### src/rtl/fetch_ctrl_pkg.sv
// Shared MIPS definitions for the fetch controller: instruction constants,
// controller state encoding and fault codes.
package fetch_ctrl_pkg;

    localparam logic [5:0] OpSpecial    = 6'h00;
    localparam logic [5:0] FunctSyscall = 6'h0C;

    typedef enum logic [2:0] {
        StIdle,
        StFetch,
        StExec,
        StHalt,
        StFault
    } fetch_state_e;

    typedef enum logic [1:0] {
        FaultNone       = 2'b00,
        FaultTimeout    = 2'b01,
        FaultMisaligned = 2'b10
    } fault_code_e;

    function automatic logic is_syscall(input logic [31:0] word);
        return (word[31:26] == OpSpecial) && (word[5:0] == FunctSyscall);
    endfunction

endpackage

### src/rtl/fetch_ctrl_next_pc_sel.sv
// Combinational next-PC target mux with word-alignment check.
// Jump has priority over a taken branch; otherwise fall through to pc + 4.
module fetch_ctrl_next_pc_sel (
    input  logic [31:0] pc,
    input  logic        jump,
    input  logic [31:0] jump_target,
    input  logic        branch_taken,
    input  logic [31:0] branch_target,
    output logic [31:0] target,
    output logic        misaligned
);

    always_comb begin
        if (jump) begin
            target = jump_target;
        end else if (branch_taken) begin
            target = branch_target;
        end else begin
            target = pc + 32'd4;
        end
    end

    assign misaligned = |target[1:0];

endmodule

### src/rtl/fetch_ctrl.sv
// PC / instruction-memory sequencer: fetch, execute one instruction, pick the
// next PC. Halts on SYSCALL and stops with a fault on timeout or bad target.
module fetch_ctrl
    import fetch_ctrl_pkg::*;
#(
    parameter int unsigned MAX_WAIT        = 16,
    parameter bit          HALT_ON_SYSCALL = 1'b1
) (
    input  logic        clock,
    input  logic        reset,
    input  logic [31:0] PC,
    output logic [31:0] nextPC,
    output logic        imem_req,
    output logic [31:0] imem_addr,
    input  logic        imem_ready,
    input  logic [31:0] imem_rdata,
    output logic [31:0] instr,
    output logic        instr_valid,
    input  logic        stall,
    input  logic        jump,
    input  logic [31:0] jump_target,
    input  logic        branch_taken,
    input  logic [31:0] branch_target,
    output logic        halted,
    output logic        fault,
    output logic [1:0]  fault_code
);

    localparam int unsigned     WaitW    = (MAX_WAIT > 1) ? $clog2(MAX_WAIT) : 1;
    localparam logic [WaitW-1:0] WaitLast = WaitW'(MAX_WAIT - 1);

    fetch_state_e     state_q, state_d;
    logic [WaitW-1:0] wait_cnt_q, wait_cnt_d;
    logic [31:0]      instr_q, instr_d;
    fault_code_e      fault_code_q, fault_code_d;

    logic [31:0] target;
    logic        misaligned;

    fetch_ctrl_next_pc_sel u_next_pc_sel (
        .pc            (PC),
        .jump          (jump),
        .jump_target   (jump_target),
        .branch_taken  (branch_taken),
        .branch_target (branch_target),
        .target        (target),
        .misaligned    (misaligned)
    );

    always_comb begin
        state_d      = state_q;
        wait_cnt_d   = wait_cnt_q;
        instr_d      = instr_q;
        fault_code_d = fault_code_q;
        nextPC       = PC;
        imem_req     = 1'b0;
        instr_valid  = 1'b0;

        case (state_q)
            StIdle: begin
                state_d    = StFetch;
                wait_cnt_d = '0;
            end
            StFetch: begin
                imem_req = 1'b1;
                if (imem_ready) begin
                    instr_d = imem_rdata;
                    state_d = StExec;
                end else if (wait_cnt_q == WaitLast) begin
                    state_d      = StFault;
                    fault_code_d = FaultTimeout;
                end else begin
                    wait_cnt_d = wait_cnt_q + WaitW'(1);
                end
            end
            StExec: begin
                instr_valid = 1'b1;
                if (!stall) begin
                    if (misaligned) begin
                        state_d      = StFault;
                        fault_code_d = FaultMisaligned;
                    end else begin
                        // SYSCALL still retires: the PC advances on the way into halt.
                        nextPC     = target;
                        wait_cnt_d = '0;
                        state_d    = (HALT_ON_SYSCALL && is_syscall(instr_q)) ? StHalt : StFetch;
                    end
                end
            end
            StHalt, StFault: begin
            end
            default: begin
                state_d = StIdle;
            end
        endcase
    end

    always_ff @(posedge clock or posedge reset) begin
        if (reset) begin
            state_q      <= StIdle;
            wait_cnt_q   <= '0;
            instr_q      <= '0;
            fault_code_q <= FaultNone;
        end else begin
            state_q      <= state_d;
            wait_cnt_q   <= wait_cnt_d;
            instr_q      <= instr_d;
            fault_code_q <= fault_code_d;
        end
    end

    assign imem_addr  = PC;
    assign instr      = instr_q;
    assign fault_code = fault_code_q;
    assign halted     = (state_q == StHalt);
    assign fault      = (state_q == StFault);

endmodule
### config.mk
export PLATFORM = sky130hd
export DESIGN_NAME = fetch_ctrl
export DESIGN_NICKNAME = d
export VERILOG_FILES = /design/src/rtl/fetch_ctrl_pkg.sv /design/src/rtl/fetch_ctrl_next_pc_sel.sv /design/src/rtl/fetch_ctrl.sv
export SDC_FILE = /design/constraint.sdc
export NUM_CORES = 1
export LEC_CHECK = 0
export ABC_AREA = 1
export CAP_MARGIN = 5
export CORE_ASPECT_RATIO = 1.5
export CORE_MARGIN = 5
export CORE_UTILIZATION = 29
export CTS_BUF_LIST = sky130_fd_sc_hd__clkbuf_16
export DETAILED_ROUTE_END_ITERATION = 10
export GPL_ROUTABILITY_DRIVEN = 0
export HOLD_SLACK_MARGIN = 0.08
export PLACE_DENSITY = 0.67
export SLEW_MARGIN = 20
export SYNTH_ARGS = -nofsm -noshare
export SYNTH_HDL_FRONTEND = slang
export SYNTH_SLANG_ARGS = --single-unit
### constraint.sdc
create_clock -name clock -period 1.7 [get_ports clock]
set_input_delay 0.425 -clock clock [delete_from_list [all_inputs] [get_ports clock]]
set_output_delay 0.425 -clock clock [all_outputs]
set_load 0.02 [all_outputs]
Word level (Yosys, flattened, before mapping). Cells that the tools add are included.

Bits in registers: 41. Input bits: 134. Logic and storage cells: 54.

Add/subtract/negate cells: 2. Eq/ne operators: 13. Multiplexer cells: 23. Bitwise operators: 1. Reductions and logical operators: 11.

Operators with widths (count): $mux W32 (5); $add A32 B3 Y32 const B (1); $mux W4 (4); $mux W3 (4); $ne A2 B2 Y1 const B (6); $pmux W3 S4 (1); $pmux W4 S3 (1); $mux W2 (5); $reduce_and A5 Y1 (2); $eq A3 B2 Y1 const B (2); $eq A6 B4 Y1 const B (1); $logic_not A6 Y1 (1); $add A4 B1 Y4 const B (1); $eq A4 B4 Y1 const B (1); $pmux W2 S2 (1); $reduce_or A2 Y1 (2); $eq A3 B1 Y1 const B (1); $eq A3 B3 Y1 const B (1); $logic_not A3 Y1 (1); $ne A3 B3 Y1 const B (1); $reduce_and A3 Y1 (1); $reduce_bool A3 Y1 (1); $mux W1 (2); $reduce_and A2 Y1 (1); other kinds (3) (3).

Depth between registers and ports, before layout.
Word-level depth: 7. Depth in mapped cells: 11. Mapped depth without buffers: 11.

Modules after synthesis. From an unflattened synthesis, not the netlist that was laid out.

Cell total of the unflattened synthesis: 733. Area, all modules: 4316.6 um^2.

Modules (own cells, without submodules): fetch_ctrl (times used 1, cells an instance 374, area an instance 2635.0 um^2, sequential area each 1026.0 um^2); fetch_ctrl_next_pc_sel (times used 1, cells an instance 359, area an instance 1681.6 um^2, sequential area each 0.0 um^2).

Worst setup path after synthesis. OpenSTA, ideal clock, no wires.

Kind: input to output. Start point: in jump. End point: out nextPC[26]. Data arrival time: 1.580 ns. Required time: 1.275 ns. Setup slack: -0.305 ns. Stages: 7. Path buffers: 2. Path through: buf_2 -> o21ai_1 -> nand4_4 -> buf_6 -> nand2_1 -> inv_1 -> a21oi_1.

Word-level cells in the longest chain between the ends: 5.

RTL lines: start, declared (line fetch_ctrl.sv:20) `input logic jump,`; $mux W32 (*) (line fetch_ctrl_next_pc_sel.sv:14) `if (jump) begin`; $reduce_or A2 Y1 (line fetch_ctrl_next_pc_sel.sv:23) `assign misaligned = |target[1:0];`; $mux W32 (*) (line fetch_ctrl.sv:79) `if (misaligned) begin`; $mux W32 (*) (line fetch_ctrl.sv:78) `if (!stall) begin`; $mux W32 (*) (line fetch_ctrl.sv:59) `case (state_q)`; end, declared (line fetch_ctrl.sv:12) `output logic [31:0] nextPC,`.

Every way passes the cells marked *; elsewhere a longest branch is shown, timed or not.

Final worst setup path.
Start point: in PC[20]. End point: out nextPC[24].

Word-level cells in the longest chain between the ends: 6.

RTL lines: start, declared (line fetch_ctrl.sv:11) `input logic [31:0] PC,`; $add A32 B3 Y32 (line fetch_ctrl_next_pc_sel.sv:19) `target = pc + 32'd4;`; $mux W32 (line fetch_ctrl_next_pc_sel.sv:16) `end else if (branch_taken) begin`; $mux W32 (line fetch_ctrl_next_pc_sel.sv:14); $mux W32 (line fetch_ctrl.sv:79); $mux W32 (line fetch_ctrl.sv:78); $mux W32 (line fetch_ctrl.sv:59).

Every way passes these cells.

==> impl_results.md <==
* Initial antenna violation count at 0
* Vias in the first global route at 5473
* CTS tree: built
* Diode count at 0
* Worst Path Max Fanout at 3
* Post-route ant nets at 0
* Met1 usage at between 20% and 30%
* Met2 Use GR at 40.6%
* Slew @ Worst Pin at between 0.3 and 0.4 ns
* Synth Area per Inst at 6.52 µm²
* Global-route wire length before repair at 27.8 mm
* DP Area at between 7000 and 8000 µm²
* Most frequent cells in the layout: nand2_1, buf_4, clkdlybuf4s50_1, nor2_1, dlygate4sd2_1
* Gr usage total at 21.6%
* Worst setup margin at -0.535 ns
* Finished Layout Cells at 1103
* Tmin final at between 2 and 2.5 ns
* Starting density of the core at 29.6%
* Mapped Area at about 4000 µm²
* Leak at 0.00409 µW
* Grt peak-use layer: met2
* Critical-path top delay cell: clkdlybuf4s15_1
* Via density per instance at a little under 5
* Number of buffers created by CTS at 5
* WHS at 0.491 ns
* Worst Reg-to-Reg Cells at 11
* Area contributors post-synth: dfrtp_1, nand2_1, nor2_1
* 1st-iter DRT viols at 127
* H-tree depth at 2
* Share of layout cells above drive strength 1 at 42.7%
* Routed wire length at 18.1 mm
* Crit-path cells: clkdlybuf4s15_1 > nand2_2 > nor2_2 > buf_4 > nand2_1 > nor2_2 > nand3_1 > nand3_1 > nand2_1 > a21oi_4 > buf_6
* Clock Sinks at 41
* HP Class: input pin to async pin
* Clk buf depth at 2
* Hold buffers post-CTS at 0
* Peak VDD IR at approximately 0.31 mV
* RSZ-0062 raised after global routing: true
* Synth Flop Type: dfrtp_1
* # IOs at between 200 and 250
* Synth area leader: dfrtp_1
* Met3 global-route usage at under 10%
* Die Y at 154 µm
* Most common cell after layout, fill and taps aside: nand2_1
* Critical path required time at 1.27 ns
* Max stage delay on crit path at 0.27 ns
* Core box area at 13500 µm²
* Setup violators final at 32
* Dpl cells at 1075
* Critical Path Sink Type: output pin
* Net count after synthesis at ~750
* Remaining Overflow, GRT at 0
* Startpoint types: input pin
* Design area at 8140 µm²
* Hpwl dp at roughly 14 mm
* Fin crit share at 131%
* Drt wl/cell at 16.4 µm
* Die width at 106 µm
* Failing checks: setup timing
* Row cnt at 52
* Fin. Hold Viols at 0
* FF-to-FF Start: state_q[0]
* Pwr dens at 417 nW/µm²
* Status: finished, violations left
* Kind of critical path: input pin to output pin
* Slew HR at between 70% and 80%
* Register area share after synthesis at between 20% and 30%
* Vias at 5302
* Root Buffer: clkbuf_16
* Clock latency on the worst-skew pair at 0.28 ns
* Final nets at 1076
* F_max at 0.448 GHz
* Arr. time, crit path at 1.81 ns
* Maximum number of pins on one net before global-route repair at 42
* DRT Pass-1 Iters at 4
* Yosys cell types at 40
* Die footprint at between 15000 and 20000 µm²
* R2R Setup Slk at roughly 0.080 ns
* Maxcap violations at 0
* FF+latch count, synth at 41
* Synth warnings at 0
* Max Clock Skew at 0.00380 ns
* DRC at 0
* I/O Buffers at ~240
* Worst-path clk slew at 0.06 ns
* Post-synthesis cell count at 611
* Reg2Reg Capture Point: wait_cnt_q[3]
* Ys async rst share at 100%
* Yosys top cell area share at 25.7%
* Syn-to-layout area delta at 104%
* Fin. max-slew vios at 0
* Post-synth EDFFs at 0
critical path, delay by kind of cell:
kind	cells	cell delay [ns]
compound gates	1	0.15
simple gates	7	0.70
buf+inv	3	0.53
synth_stat cells, types with 3 or more instances:
cell / count
buf_2: 6
buf_6: 7
inv_1: 45
buf_4: 32
xnor2_1: 4
nand2_1: 176
nand4_1: 3
nor3_1: 4
mux2_2: 32
or2_2: 3
nand3_1: 37
nor2_1: 99
dfrtp_1: 41
o21ai_0: 16
nand3_2: 4
xor2_1: 6
inv_2: 3
nand2_2: 4
o21ai_1: 6
nand3b_1: 3
nor2_4: 4
clkbuf_1: 6
a21boi_2: 3
nor2_2: 7
a21oi_1: 41
metal layers:
| layer | vias up | share of wire, % |
|---|---|---|
| met5 | - | 0 |
| met4 | 0 | 4.3 |
| met3 | 51 | 9.3 |
| met2 | 256 | 52 |
| met1 | 2407 | 34 |
| li1 | 2588 | - |
area by class of cell:
class | count | area (µm²)
fillers | 1162 | 5330
repair buffers | 374 | 3460
well taps | 162 | 203
flip-flops and latches | 41 | 1030
clock inverters | 3 | 65.1
inverters | 51 | 199
multi-input cells | 467 | 3070
clock buffers | 5 | 125
through the flow:
step / setup WS (ns) / TNS [ns] / power (µW) / util [%]
after floorplan: -0.133 / -3.12 / 1490 / -
final: -0.535 / -13.94 / 3400 / 60.5
after CTS: -0.558 / -14.86 / 3400 / 59.2
after global placement: -1.53 / -57.57 / 2190 / 55.1
after detailed placement: -1.53 / -57.82 / 2190 / 55.1
after global routing: -0.616 / -16.62 / 3550 / 60.5
worst max path at each step:
stage	depth (start not counted)	startpoint	end	slack, ns
2_1_floorplan	8	branch_taken	nextPC[18]	-0.13
3_3_place_gp	11	PC[11]	nextPC[26]	-1.53
3_5_place_dp	11	PC[11]	nextPC[26]	-1.53
4_1_cts	10	state_q[0]	nextPC[20]	-0.56
5_1_grt	11	PC[20]	nextPC[24]	-0.62
6_report	11	PC[20]	nextPC[24]	-0.53
registers in the layout (all words and copies together) (netlist names):
| register | count |
|---|---|
| state_q | 3 |
| wait_cnt_q | 4 |
| instr | 32 |
| fault_code | 2 |
cells by family (layout without fill, tap and decap cells):
kind of cell	count (synthesis)	after routing	synth area share [%]
fa+ha+maj	2	2	0.628
compound gates	75	75	10.5
flops	41	41	25.7
simple gates	348	348	37.6
xor+xnor	10	10	2.20
mux	32	32	9.04
buf+inv	103	433	14.3
what timing repair did:
action                     in CTS  in global routing
gates cloned                    3                  0
pin swaps                      26                 20
setup endpoints to repair      75                 52
buffers inserted               13                  5
gates resized for setup       405                 75
power breakdown:
part	internal, µW	switching [µW]	leakage [µW]
Clock	838	366	0.0000938
Sequential	980	2.53	0.000556
Combinational	619	594	0.00344
(Power assumes the default switching activity.)
